File: src/rtl/usb_bit_encoder_if.sv
// Serial-bit handshake and USB line-level signals between the upstream shifter and the encoder.
// master = upstream bit source, slave = encoder.
interface usb_bit_encoder_if;
    logic in_bit;
    logic in_valid;
    logic in_last;
    logic stall;
    logic dp;
    logic dm;
    logic busy;
    logic done;

    modport master (
        output in_bit, in_valid, in_last,
        input  stall, dp, dm, busy, done
    );

    modport slave (
        input  in_bit, in_valid, in_last,
        output stall, dp, dm, busy, done
    );
endinterface

File: src/rtl/usb_bit_encoder.sv
// USB NRZI line encoder with optional bit stuffing and SE0,SE0,J end-of-packet.
// Define USB_BITSTUFF_EN to insert a stuffed 0 after every six consecutive 1s.
module usb_bit_encoder (
    input  logic              clk,
    input  logic              rst_b,
    usb_bit_encoder_if.slave  bus
);

    typedef enum logic [2:0] {
        S_IDLE,
        S_SEND,
        S_STUFF,
        S_EOP1,
        S_EOP2,
        S_EOPJ
    } state_e;

    state_e r_state;
    state_e w_next_state;
    logic   r_dp;
    logic   r_dm;
    logic   r_done;
    logic   w_next_dp;
    logic   w_next_dm;
    logic   w_next_done;
    logic   w_stall;
    logic   w_accept;
    logic   w_stuff_due;

`ifdef USB_BITSTUFF_EN
    logic [2:0] r_ones;
    logic [2:0] w_next_ones;
    logic       r_last;
    logic       w_next_last;

    // The 1 being accepted now is the sixth in a row.
    assign w_stuff_due = bus.in_bit && (r_ones == 3'd5);
`else
    assign w_stuff_due = 1'b0;
`endif

    assign w_stall   = (r_state == S_STUFF) || (r_state == S_EOP1) ||
                       (r_state == S_EOP2)  || (r_state == S_EOPJ);
    assign w_accept  = bus.in_valid && !w_stall;

    assign bus.stall = w_stall;
    assign bus.busy  = (r_state != S_IDLE);
    assign bus.dp    = r_dp;
    assign bus.dm    = r_dm;
    assign bus.done  = r_done;

    always_comb begin
        // NOTE: every output of this block gets a default first so no path leaves one unassigned (no latch).
        w_next_state = r_state;
        w_next_dp    = r_dp;
        w_next_dm    = r_dm;
        w_next_done  = 1'b0;
`ifdef USB_BITSTUFF_EN
        w_next_ones  = r_ones;
        w_next_last  = r_last;
`endif
        unique case (r_state)
            S_IDLE, S_SEND: begin
                if (w_accept) begin
                    // NRZI: a 0 toggles J<->K, a 1 holds the line.
                    if (!bus.in_bit) begin
                        w_next_dp = ~r_dp;
                        w_next_dm = ~r_dm;
                    end
`ifdef USB_BITSTUFF_EN
                    w_next_ones = bus.in_bit ? (r_ones + 3'd1) : 3'd0;
                    w_next_last = bus.in_last;
`endif
                    if (w_stuff_due) begin
                        w_next_state = S_STUFF;
                    end else if (bus.in_last) begin
                        w_next_state = S_EOP1;
                    end else begin
                        w_next_state = S_SEND;
                    end
                end
            end
`ifdef USB_BITSTUFF_EN
            S_STUFF: begin
                w_next_dp    = ~r_dp;
                w_next_dm    = ~r_dm;
                w_next_ones  = 3'd0;
                w_next_last  = 1'b0;
                w_next_state = r_last ? S_EOP1 : S_SEND;
            end
`endif
            S_EOP1: begin
                w_next_dp    = 1'b0;
                w_next_dm    = 1'b0;
                w_next_state = S_EOP2;
            end
            S_EOP2: begin
                w_next_dp    = 1'b0;
                w_next_dm    = 1'b0;
                w_next_state = S_EOPJ;
            end
            S_EOPJ: begin
                // Leaving EOP on J also sets the NRZI reference for the next packet.
                w_next_dp    = 1'b1;
                w_next_dm    = 1'b0;
                w_next_done  = 1'b1;
`ifdef USB_BITSTUFF_EN
                w_next_ones  = 3'd0;
                w_next_last  = 1'b0;
`endif
                w_next_state = S_IDLE;
            end
            default: begin
                w_next_state = S_IDLE;
            end
        endcase
    end

    always_ff @(posedge clk or negedge rst_b) begin
        if (!rst_b) begin
            r_state <= S_IDLE;
            r_dp    <= 1'b1;
            r_dm    <= 1'b0;
            r_done  <= 1'b0;
`ifdef USB_BITSTUFF_EN
            r_ones  <= 3'd0;
            r_last  <= 1'b0;
`endif
        end else begin
            // NOTE: non-blocking so every register samples the pre-edge values of its peers.
            r_state <= w_next_state;
            r_dp    <= w_next_dp;
            r_dm    <= w_next_dm;
            r_done  <= w_next_done;
`ifdef USB_BITSTUFF_EN
            r_ones  <= w_next_ones;
            r_last  <= w_next_last;
`endif
        end
    end

endmodule

File: src/flat_wrapper.sv
// flat-port wrapper written by rule: the top's interface ports become plain ports
module usb_bit_encoder_flat 
  (clk, rst_b, bus_in_bit, bus_in_valid, bus_in_last, bus_stall, bus_dp, bus_dm, bus_busy, bus_done);
  usb_bit_encoder_if bus_i ();
  input  logic clk;
  input  logic rst_b;
  input wire logic [$bits(bus_i.in_bit)-1:0] bus_in_bit;
  input wire logic [$bits(bus_i.in_valid)-1:0] bus_in_valid;
  input wire logic [$bits(bus_i.in_last)-1:0] bus_in_last;
  output wire logic [$bits(bus_i.stall)-1:0] bus_stall;
  output wire logic [$bits(bus_i.dp)-1:0] bus_dp;
  output wire logic [$bits(bus_i.dm)-1:0] bus_dm;
  output wire logic [$bits(bus_i.busy)-1:0] bus_busy;
  output wire logic [$bits(bus_i.done)-1:0] bus_done;
  assign bus_i.in_bit = bus_in_bit;
  assign bus_i.in_valid = bus_in_valid;
  assign bus_i.in_last = bus_in_last;
  assign bus_stall = bus_i.stall;
  assign bus_dp = bus_i.dp;
  assign bus_dm = bus_i.dm;
  assign bus_busy = bus_i.busy;
  assign bus_done = bus_i.done;
  usb_bit_encoder u_core (.clk(clk), .rst_b(rst_b), .bus(bus_i));
endmodule
File: config.mk
export PLATFORM = sky130hd
export DESIGN_NAME = usb_bit_encoder_flat
export DESIGN_NICKNAME = d
export VERILOG_FILES = /design/src/rtl/usb_bit_encoder_if.sv /design/src/rtl/usb_bit_encoder.sv /design/src/flat_wrapper.sv
export SDC_FILE = /design/constraint.sdc
export NUM_CORES = 1
export LEC_CHECK = 0
export ABC_AREA = 1
export CORE_AREA = 3 3 40 42
export CTS_BUF_LIST = sky130_fd_sc_hd__clkbuf_8
export CTS_CLUSTER_DIAMETER = 40
export DETAILED_ROUTE_END_ITERATION = 12
export DIE_AREA = 0 0 43 45
export PLACE_DENSITY = 0.51
export SLEW_MARGIN = 20
export SYNTH_ARGS = -nofsm -noshare
export SYNTH_HDL_FRONTEND = slang
export SYNTH_SLANG_ARGS = --single-unit
File: constraint.sdc
create_clock -name clk -period 1 [get_ports clk]
set_input_delay 0.15 -clock clk [delete_from_list [all_inputs] [get_ports clk]]
set_output_delay 0.15 -clock clk [all_outputs]
set_load 0.01 [all_outputs]
==> flow_metrics.py <==
metrics = {
    "detailed_routing": {
        "first_pass_iters": 2,
        "drt_iter0_drc": 4,
        "drt_wl_total_um": 789,
        "via_per_inst": 4.23,
        "drc_errors": 0,
        "wl_per_cell_um": 10.7,
        "num_vias": 313,
        "antenna_left": 0,
    },
    "clock_tree": {
        "clock-sinks": 6,
        "cts_hold_buf": 0,
        "h-tree-depth": 1,
        "worstSkewPairLatency_ns": 0.23,
        "path_clk_slew_ns": 0.04,
        "cts_max_path_buffers": 2,
        "cts_root_buf": "clkbuf_8",
        "cts_buffers": 3,
        "cts_tree": "yes",
    },
    "logic_synthesis": {
        "synth-seq-cells": 6,
        "synth_warnings": 0,
        "syn_area_sq_um": 299,
        "async_reset_ff_share_pct": 100,
        "synthCells": 36,
        "ys_seq_area_share_pct": 50.6,
        "ys_types": 14,
        "synth-edff-count": 0,
        "syn_nets": 41,
        "syn_avg_cell_area_sq_um": 8.31,
        "synth_flop_cell": "dfrtp_1",
        "yosysMostFrequentCell": "nand2_1",
        "synth_area_leaders": "dfrtp_1, nand2_1, dfstp_2",
        "synth_top_area_cell": "dfrtp_1",
        "ys_top_cells_by_count": "nand2_1, dfrtp_1, inv_1, nand3_1",
        "netlist.area_leader.share_pct": 41.8,
    },
    "floorplanning": {
        "num_io_pins": 10,
        "initial_core_util_pct": 23.3,
        "placeableCoreArea_sq_um": 1280,
        "die_x_um": 43,
        "row_count": 13,
        "die_y_um": 45,
        "die-area_sq_um": 1940,
    },
    "power": {
        "leakage_uw": 0.000305,
        "power.density_nw_per_um2": 3010,
        "irDropWorstVdd_mv": 1.21,
    },
    "layout": {
        "nNetsFinal": 65,
        "regArea_sq_um": 153,
        "diodes": 0,
        "fin_area_sq_um": 588,
        "drive_gt1_share_pct": 59.3,
        "multi_input_area_sq_um": 181,
        "nFillCells": 131,
        "utilization_pct": 45.8,
        "syn2layout_area_growth_pct": 96.7,
    },
    "timing": {
        "hold_violations": 0,
        "final.min_clock_period_ns": 1.20,
        "rsz0062_at_grt": "true",
        "max_clock_freq_mhz": 832,
        "period_share_pct": 120,
        "fin_worst_skew_ns": 0.00542,
        "setup_viol_count_final": 4,
        "drv_slew": 0,
        "relSlewSlack_pct": 79.5,
        "finalWorstSetupSlack_ns": -0.202,
        "worst_pin_slew_ns": 0.306,
    },
    "critical_path": {
        "critPathBufInv": 2,
        "path_max_fanout": 2,
        "cp_top_family": "flip-flops",
        "worstPathRequired_ns": 0.85,
        "crit_chain": "buf_4 > nand3_2 > o211ai_1 > buf_2",
        "critPathSlowestCell": "dfrtp_1",
        "start_kind": "flop",
        "cp-end-kind": "primary output",
        "worstPathArrival_ns": 1.05,
        "critical_path_class": "reg -> out",
        "max_stage_delay_ns": 0.38,
    },
    "placement": {
        "dp_hpwl_um": 565,
        "place_congestion": 0.676,
        "dpl_cell_area_sq_um": 475,
        "io_buffers": 9,
    },
    "grt": {
        "grt_use_met3_pct": 5.98,
        "grt_max_degree": 7,
        "grt.busiest_layer": "met2",
        "first_global_vias": 298,
        "grt_usage_pct": 9.20,
        "gr-usage-met1_pct": 10.7,
        "grt_antenna_before_repair": 0,
        "grt_overflow_total": 0,
        "grt_pass1_wl_mm": 1.26,
        "grtUsageMet2_pct": 14.4,
    },
    "job": {
        "drv_cap": 0,
    },
    "run_status": {
        "status": "complete, but fails checks",
        "violations": "setup timing",
    },
    "hold_path": {
        "hold_path.class": "in -> async",
    },
}
==> through the flow <==
| step | setup WS (ns) | hold WS, ns | setup TNS [ns] | total power (uW) | std cells |
|---|---|---|---|---|---|
| after detailed placement | -0.381 | 0.428 | -1.26 | 1200 | 69 |
| after floorplan | 0.0724 | -0.146 | 0 | 770 | 36 |
| after global routing | -0.259 | 0.195 | -0.888 | 1900 | 74 |
| final | -0.202 | 0.180 | -0.629 | 1770 | 74 |
| after CTS | -0.211 | 0.189 | -0.731 | 1660 | 75 |
| after global placement | -0.358 | 0.414 | -1.21 | 1190 | 69 |
==> placed cells by master (no fill, tap or decap), drive strengths merged <==
cell type,count
and3,1
buf,13
clkbuf,4
clkdlybuf4s15,1
clkdlybuf4s50,4
dfrtp,5
dfstp,1
inv,7
nand2,11
nand3,4
nand3b,1
nor2,2
o211ai,1
o21ai,4
==> layer usage <==
metal / vias up / wire, um
met5: - / 0
met1: 143 / 336
met2: 9 / 400
met3: 0 / 52
li1: 161 / -
met4: 0 / 0
==> sequential cells by signal, indices dropped and copies added, names as in the netlist <==
register / count
u_core.bus.dm: 1
u_core.bus.done: 1
u_core.bus.dp: 1
u_core.r_state: 3
==> where the power goes <==
group	total, uW	internal [uW]	switching (uW)
Sequential	427	353	74.2
Clock	377	264	113
Combinational	966	505	461
==> final cells by class <==
cell class	count	share of cell area, %
multi-input cells	24	30.9
flip-flops and latches	6	26.0
inverters	6	4.26
clock buffers	3	7.02
repair buffers	19	28.1
clock inverters	1	0.638
well taps	15	3.19
==> worst register-to-register path, delay by kind of cell, from the launching register on <==
kind	cells	cell delay [ns]
AO/OA/AOI/OAI	1	0.13
flip-flops	1	0.43
AND/OR/NAND/NOR	3	0.21
buffers and inverters	3	0.29
==> cell families after synthesis <==
family	Yosys count	synth area share, %
simple gates	19	30.1
flops	6	50.6
buf+inv	6	7.53
compound gates	5	11.7
==> final timing paths <==
kind,from,to,slack (ns),depth (start not counted)
worst max-delay path,u_core.r_state[0]$_DFFE_PN0P_,bus_stall,-0.20,4
worst min-delay path,rst_b,u_core.bus.done$_DFF_PN0_,0.18,1
worst max register to register,u_core.r_state[2]$_DFFE_PN0P_,u_core.bus.dm$_DFFE_PN0P_,-0.14,7
worst min register to register,u_core.bus.dm$_DFFE_PN0P_,u_core.bus.dm$_DFFE_PN0P_,0.51,2
max in group asynchronous,rst_b,u_core.bus.dp$_DFFE_PN1P_,0.53,1
min in group clk,u_core.bus.dm$_DFFE_PN0P_,u_core.bus.dm$_DFFE_PN0P_,0.51,2
==> repair_timing <==
| action | in CTS | in global routing |
|---|---|---|
| buffers inserted | 2 | 0 |
| endpoints found under the setup margin | 8 | 9 |
| pin swaps | 1 | 5 |
| gates resized for setup | 23 | 14 |
Note: power is estimated with default switching activity, not from simulation.
